<file path="config.mk">
export PLATFORM = sky130hd
export DESIGN_NAME = mem_port_arbiter
export DESIGN_NICKNAME = d
export VERILOG_FILES = /design/src/rtl/mem_arb_pkg.sv /design/src/rtl/mem_arb_watchdog.sv /design/src/rtl/mem_port_arbiter.sv
export SDC_FILE = /design/constraint.sdc
export NUM_CORES = 1
export LEC_CHECK = 0
export ABC_AREA = 1
export ABC_CLOCK_PERIOD_IN_PS = 1510
export BUFFER_PORTS_ARGS = -buffer_cell sky130_fd_sc_hd__clkbuf_2
export CAP_MARGIN = 10
export CORE_MARGIN = 10
export CORE_UTILIZATION = 33
export CTS_BUF_LIST = sky130_fd_sc_hd__clkbuf_8
export DETAILED_ROUTE_END_ITERATION = 12
export HOLD_SLACK_MARGIN = 0.06
export PLACE_DENSITY = 0.69
export SYNTH_ARGS = -nofsm -noshare
export SYNTH_HDL_FRONTEND = slang
export SYNTH_SLANG_ARGS = --single-unit
</file>
<file path="constraint.sdc">
create_clock -name clk -period 1.51 [get_ports clk]
set_input_delay 0 -clock clk [delete_from_list [all_inputs] [get_ports clk]]
set_output_delay 0 -clock clk [all_outputs]
set_load 0.01 [all_outputs]
</file>
<file path="src/rtl/mem_arb_pkg.sv">
// Shared types and constants for the memory port arbiter.
package mem_arb_pkg;

  typedef enum logic [1:0] {
    IDLE    = 2'd0,
    ACCESS  = 2'd1,
    RELEASE = 2'd2
  } arb_state_t;

  localparam logic RW_READ  = 1'b1;
  localparam logic RW_WRITE = 1'b0;

  localparam logic GRANT_IF = 1'b0;
  localparam logic GRANT_D  = 1'b1;

endpackage

</file>
<file path="src/rtl/mem_arb_watchdog.sv">
// Access timeout counter. Cleared when a grant is issued, counts while the
// arbiter sits in ACCESS, and flags expiry on the TIMEOUT-th ACCESS cycle.
module mem_arb_watchdog #(
  parameter int TIMEOUT = 16
) (
  input  logic clk,
  input  logic reset,
  input  logic clear,
  input  logic en,
  output logic expired
);

  localparam logic [7:0] LIMIT = 8'(TIMEOUT - 1);

  logic [7:0] cnt;

  // Cycle counter; saturates at the limit so expiry stays asserted.
  always_ff @(posedge clk) begin
    if (!reset) begin
      cnt <= '0;
    end else if (clear) begin
      cnt <= '0;
    end else if (en && !expired) begin
      cnt <= cnt + 8'd1;
    end
  end

  assign expired = (cnt == LIMIT);

endmodule

</file>
<file path="src/rtl/mem_port_arbiter.sv">
// Arbiter/sequencer for the single memory port shared by instruction fetch
// and data load/store. Data has fixed priority over fetch.
// Optional feature: define MEM_ARB_TIMEOUT_EN to abort ACCESS after TIMEOUT
// cycles without MOC (ack + err pulse). Undefined: ACCESS waits forever.
//
// Handshake: a requester raises req with stable addr/wdata and holds them
// until its ack pulse; ack is a one-cycle registered pulse with rdata valid
// in that cycle. On the memory side mem_mov stays high until mem_moc is
// sampled high, and no new grant is issued until mem_moc is seen low again.
module mem_port_arbiter
  import mem_arb_pkg::*;
#(
  parameter int DW      = 32,
  parameter int AW      = 32,
  parameter int TIMEOUT = 16
) (
  input  logic          clk,
  input  logic          reset,
  input  logic          if_req,
  input  logic [AW-1:0] if_addr,
  output logic          if_ack,
  input  logic          d_req,
  input  logic          d_rw,
  input  logic [AW-1:0] d_addr,
  input  logic [DW-1:0] d_wdata,
  output logic          d_ack,
  output logic [DW-1:0] rdata,
  output logic          err,
  output logic          mem_mov,
  output logic          mem_rw,
  output logic [AW-1:0] mem_addr,
  output logic [DW-1:0] mem_wdata,
  input  logic          mem_moc,
  input  logic [DW-1:0] mem_rdata,
  output logic          busy,
  output logic          grant_d
);

  arb_state_t state, state_next;
  logic grant_load;
  logic grant_sel;
  logic done;
  logic timed_out;
  logic expired;

`ifdef MEM_ARB_TIMEOUT_EN
  mem_arb_watchdog #(.TIMEOUT(TIMEOUT)) u_watchdog (
    .clk     (clk),
    .reset   (reset),
    .clear   (grant_load),
    .en      (state == ACCESS),
    .expired (expired)
  );
`else
  assign expired = 1'b0;
`endif

  // State register.
  always_ff @(posedge clk) begin
    if (!reset) begin
      state <= IDLE;
    end else begin
      state <= state_next;
    end
  end

  // Next-state and per-cycle control decode.
  always_comb begin
    state_next = state;
    grant_load = 1'b0;
    grant_sel  = GRANT_IF;
    done       = 1'b0;
    timed_out  = 1'b0;
    case (state)
      IDLE: begin
        if (d_req) begin
          grant_load = 1'b1;
          grant_sel  = GRANT_D;
          state_next = ACCESS;
        end else if (if_req) begin
          grant_load = 1'b1;
          grant_sel  = GRANT_IF;
          state_next = ACCESS;
        end
      end
      ACCESS: begin
        // A MOC in the limit cycle still counts as a normal completion.
        if (mem_moc) begin
          done       = 1'b1;
          state_next = RELEASE;
        end else if (expired) begin
          timed_out  = 1'b1;
          state_next = RELEASE;
        end
      end
      RELEASE: begin
        if (!mem_moc) begin
          state_next = IDLE;
        end
      end
      default: state_next = IDLE;
    endcase
  end

  // Access latches, read data capture and ack pulses.
  always_ff @(posedge clk) begin
    if (!reset) begin
      mem_rw    <= RW_READ;
      mem_addr  <= '0;
      mem_wdata <= '0;
      grant_d   <= GRANT_IF;
      rdata     <= '0;
      if_ack    <= 1'b0;
      d_ack     <= 1'b0;
    end else begin
      if_ack <= (done || timed_out) && (grant_d == GRANT_IF);
      d_ack  <= (done || timed_out) && (grant_d == GRANT_D);
      if (grant_load) begin
        grant_d <= grant_sel;
        if (grant_sel == GRANT_D) begin
          mem_addr  <= d_addr;
          mem_rw    <= d_rw;
          mem_wdata <= d_wdata;
        end else begin
          mem_addr  <= if_addr;
          mem_rw    <= RW_READ;
        end
      end
      if (done && (mem_rw == RW_READ)) begin
        rdata <= mem_rdata;
      end
    end
  end

`ifdef MEM_ARB_TIMEOUT_EN
  // Error pulse accompanies the ack of an aborted access.
  always_ff @(posedge clk) begin
    if (!reset) begin
      err <= 1'b0;
    end else begin
      err <= timed_out;
    end
  end
`else
  assign err = 1'b0;
`endif

  assign mem_mov = (state == ACCESS);
  assign busy    = (state != IDLE);

endmodule

</file>
==> impl_metrics.toml <==
[detailed_routing]
drtAntennaViolNets = 0
routed_wl_mm = 16.7
drt_iter0_markers = 271
drt_first_pass_iters = 5
routedWlPerCell_um = 14.9
drc_violations = 0
vias = 4980
vias_per_cell = 4.45

[grt]
groute.layer.met3.usage = 0.0720
global_route.usage.total = 0.187
grtUsageMet2 = 0.319
grt_first_pass_wirelength_mm = 26.6
busiest_layer = "met2"
grt_max_degree = 52
first_global_vias = 4992
grt_overflow = 0
grt_antenna_before_repair = 4
grtUsageMet1 = 0.194

[timing]
finalSetupTns_ps = 0
grt_setup_unrepaired = "no"
post-route-period-util = 0.837
fmax_ghz = 0.792
setup_violations = 0
hold_viol = 0
timing.final.ws_setup_ps = 247
post-route-min-period_ps = 1260
clock-skew-final_ps = 12.7
timing.final.max_slew_violations = 0

[placed_design]
hpwl_mm = 10.5
dp_slack_ps = 263
post-place-cells = 966
gp_routability_congestion = 0.797
port_buf_inserts = 235

[yosys]
synth-seq-area-share = 0.494
synth.net_count = 723
synth-warning-count = 0
synth_seq_cells = 102
synth_area_per_cell_um2 = 7.01
post_synth_inst_count = 589
synth_area_um2 = 4130
post_synth_num_cell_types = 20

[floorplanning]
rows = 40
io-pin-count = 237
die_w_um = 132
floorplan.initialDensity = 0.341
die-area_um2 = 17400
core_um2 = 12100
die_h_um = 132

[pwr]
switching_share = 0.315
static-leakage-power_nw = 3.68
seq_power_share = 0.479
power_frac_comb = 0.276
vdd_drop_max_v = 0.000620
share_clk_of_total_power = 0.245
net-switching-power_mw = 2.03
internal_power_mw = 4.42
design_power_total_mw = 6.46
power_density_nw_per_um2 = 924

[status]
outcome = "complete, no violations"

[worst_setup_path]
required_ps = 1820
timing.critical_path.to_type = "register"
cp.arrival_ps = 1580
critical_path.max_fanout = 32
critPathLaunchType = "register"
critical_path_class = "reg -> reg"

[finish]
signed_area_change_from_the_synthesized_netlist_to_the_final_layout_pct = 69.2
design.final.nets = 1074
fraction_of_final_layout_cells_with_drive_strength_greater_than_1 = 0.283
final.fill_count = 1094
finish.cell_count_without_fillers = 1118

[cts]
postCtsHoldBufs = 131
htree_levels = 3
clkTransAtPathRegs_ps = 100
clock_tree_root = "sky130_fd_sc_hd__clkbuf_8"
numCtsBuffers = 9
cts_tree = "done"
clock_latency_ps = 370
post-cts-setup-buffers = 0
post_cts_resized = 0
ctsLongestPathBuffers = 2
clock-sinks = 102

[flow_run]
max_cap_viol_count = 0

[hold_path]
min-delay-path-class = "in -> reg"
[worst max-delay path: stages (launching register included)]
cell and delay (ps):
sky130_fd_sc_hd__dfxtp_1 400, sky130_fd_sc_hd__inv_1 70, sky130_fd_sc_hd__nand2_1 120, sky130_fd_sc_hd__nor2_2 60
sky130_fd_sc_hd__inv_1 50, sky130_fd_sc_hd__buf_4 310, sky130_fd_sc_hd__nor2_1 90, sky130_fd_sc_hd__nor2_1 120
[synthesized netlist by cell type]
library cell	number	area share
sky130_fd_sc_hd__a21oi_1	34	0.041
sky130_fd_sc_hd__buf_1	1	0.00091
sky130_fd_sc_hd__buf_2	20	0.024
sky130_fd_sc_hd__buf_4	2	0.0036
sky130_fd_sc_hd__clkbuf_1	17	0.015
sky130_fd_sc_hd__clkinv_1	1	0.00091
sky130_fd_sc_hd__conb_1	1	0.00091
sky130_fd_sc_hd__dfxtp_1	102	0.49
sky130_fd_sc_hd__inv_1	71	0.065
sky130_fd_sc_hd__nand2_1	71	0.065
sky130_fd_sc_hd__nand2_2	1	0.0015
sky130_fd_sc_hd__nand3_1	65	0.079
sky130_fd_sc_hd__nor2_1	132	0.12
sky130_fd_sc_hd__nor2_2	2	0.0030
sky130_fd_sc_hd__nor2_4	1	0.0027
sky130_fd_sc_hd__nor3_1	1	0.0012
sky130_fd_sc_hd__nor3b_1	1	0.0018
sky130_fd_sc_hd__o21a_1	1	0.0018
sky130_fd_sc_hd__o21ai_0	51	0.062
sky130_fd_sc_hd__o21ai_1	14	0.017
[cells in the final DEF (no fill, tap or decap)]
cell | Yosys | final
sky130_fd_sc_hd__o21ai_1 | 14 | 14
sky130_fd_sc_hd__clkbuf_2 | 0 | 235
sky130_fd_sc_hd__nor3b_1 | 1 | 1
sky130_fd_sc_hd__a21oi_1 | 34 | 34
sky130_fd_sc_hd__o21a_1 | 1 | 1
sky130_fd_sc_hd__nor2_1 | 132 | 132
sky130_fd_sc_hd__nand2_2 | 1 | 1
sky130_fd_sc_hd__inv_6 | 0 | 1
sky130_fd_sc_hd__nor2_2 | 2 | 2
sky130_fd_sc_hd__diode_2 | 0 | 5
sky130_fd_sc_hd__conb_1 | 1 | 1
sky130_fd_sc_hd__nor2_4 | 1 | 1
sky130_fd_sc_hd__clkinv_2 | 0 | 1
sky130_fd_sc_hd__clkinv_4 | 0 | 1
sky130_fd_sc_hd__buf_12 | 0 | 4
sky130_fd_sc_hd__o21ai_0 | 51 | 51
sky130_fd_sc_hd__nand3_1 | 65 | 65
sky130_fd_sc_hd__clkinv_1 | 1 | 1
sky130_fd_sc_hd__nand2_1 | 71 | 71
sky130_fd_sc_hd__inv_1 | 71 | 73
sky130_fd_sc_hd__nor3_1 | 1 | 1
sky130_fd_sc_hd__dlygate4sd3_1 | 0 | 131
sky130_fd_sc_hd__clkinvlp_4 | 0 | 1
sky130_fd_sc_hd__clkbuf_8 | 0 | 10
sky130_fd_sc_hd__buf_4 | 2 | 10
sky130_fd_sc_hd__dfxtp_1 | 102 | 102
[cell type report]
cell class / count / area [um2] / share of cell area
antenna: 5 / 12.5 / 0.00179
clock buffer: 10 / 138 / 0.0197
clock inverter: 6 / 37.5 / 0.00537
inverter: 72 / 270 / 0.0387
multi-input combinational: 375 / 1640 / 0.234
sequential: 102 / 2040 / 0.292
tap: 168 / 210 / 0.0301
timing repair buffer: 380 / 2640 / 0.378
[sequential cells by signal, summed over array words and instances, names as in the netlist]
signal and count:
grant_d 1, mem_rw 1, rdata 32, d_ack 1, mem_addr 32, if_ack 1, state 2, mem_wdata 32
[per-layer routing]
layer | share of wire | vias up
met5 | 0 | -
met4 | 0.038 | 0
met3 | 0.075 | 40
met2 | 0.50 | 202
met1 | 0.38 | 2192
li1 | - | 2546
[power by group through the flow]
| stage | logic, mW | clock network (mW) | registers (mW) |
|---|---|---|---|
| after floorplan | 0.687 | 0 | 3.27 |
| after global placement | 1.49 | 0 | 3.14 |
| after detailed placement | 1.49 | 0 | 3.15 |
| after CTS | 1.77 | 1.66 | 3.09 |
| after global routing | 1.99 | 1.75 | 3.13 |
| final | 1.78 | 1.58 | 3.09 |
[kinds of logic (layout without fill, tap and decap cells)]
kind of cell           Yosys count  in the layout  synth area share
AO/OA/AOI/OAI                  100            100             0.122
other                            1              6          0.000908
AND/OR/NAND/NOR                274            274             0.273
buffers and inverters          112            468             0.110
flip-flops                     102            102             0.494
[per-stage QoR]
stage	cell area (um2)	hold slack [ps]	util
after CTS	6980	148	0.576
after detailed placement	5490	226	0.453
after global routing	6990	198	0.577
after floorplan	4130	135	-
after global placement	5490	222	0.453
final	6990	164	0.577
[path summary, 6_finish.rpt]
| path | cells after the start | slack, ps | endpoint | from |
|---|---|---|---|---|
| max reg2reg | 7 | 250 | rdata[10] | state[1] |
| max | 7 | 250 | rdata[10] | state[1] |
| min reg2reg | 1 | 480 | if_ack | grant_d |
| min | 5 | 160 | mem_wdata[17] | d_req |
Note: power is estimated with default switching activity, not from simulation.
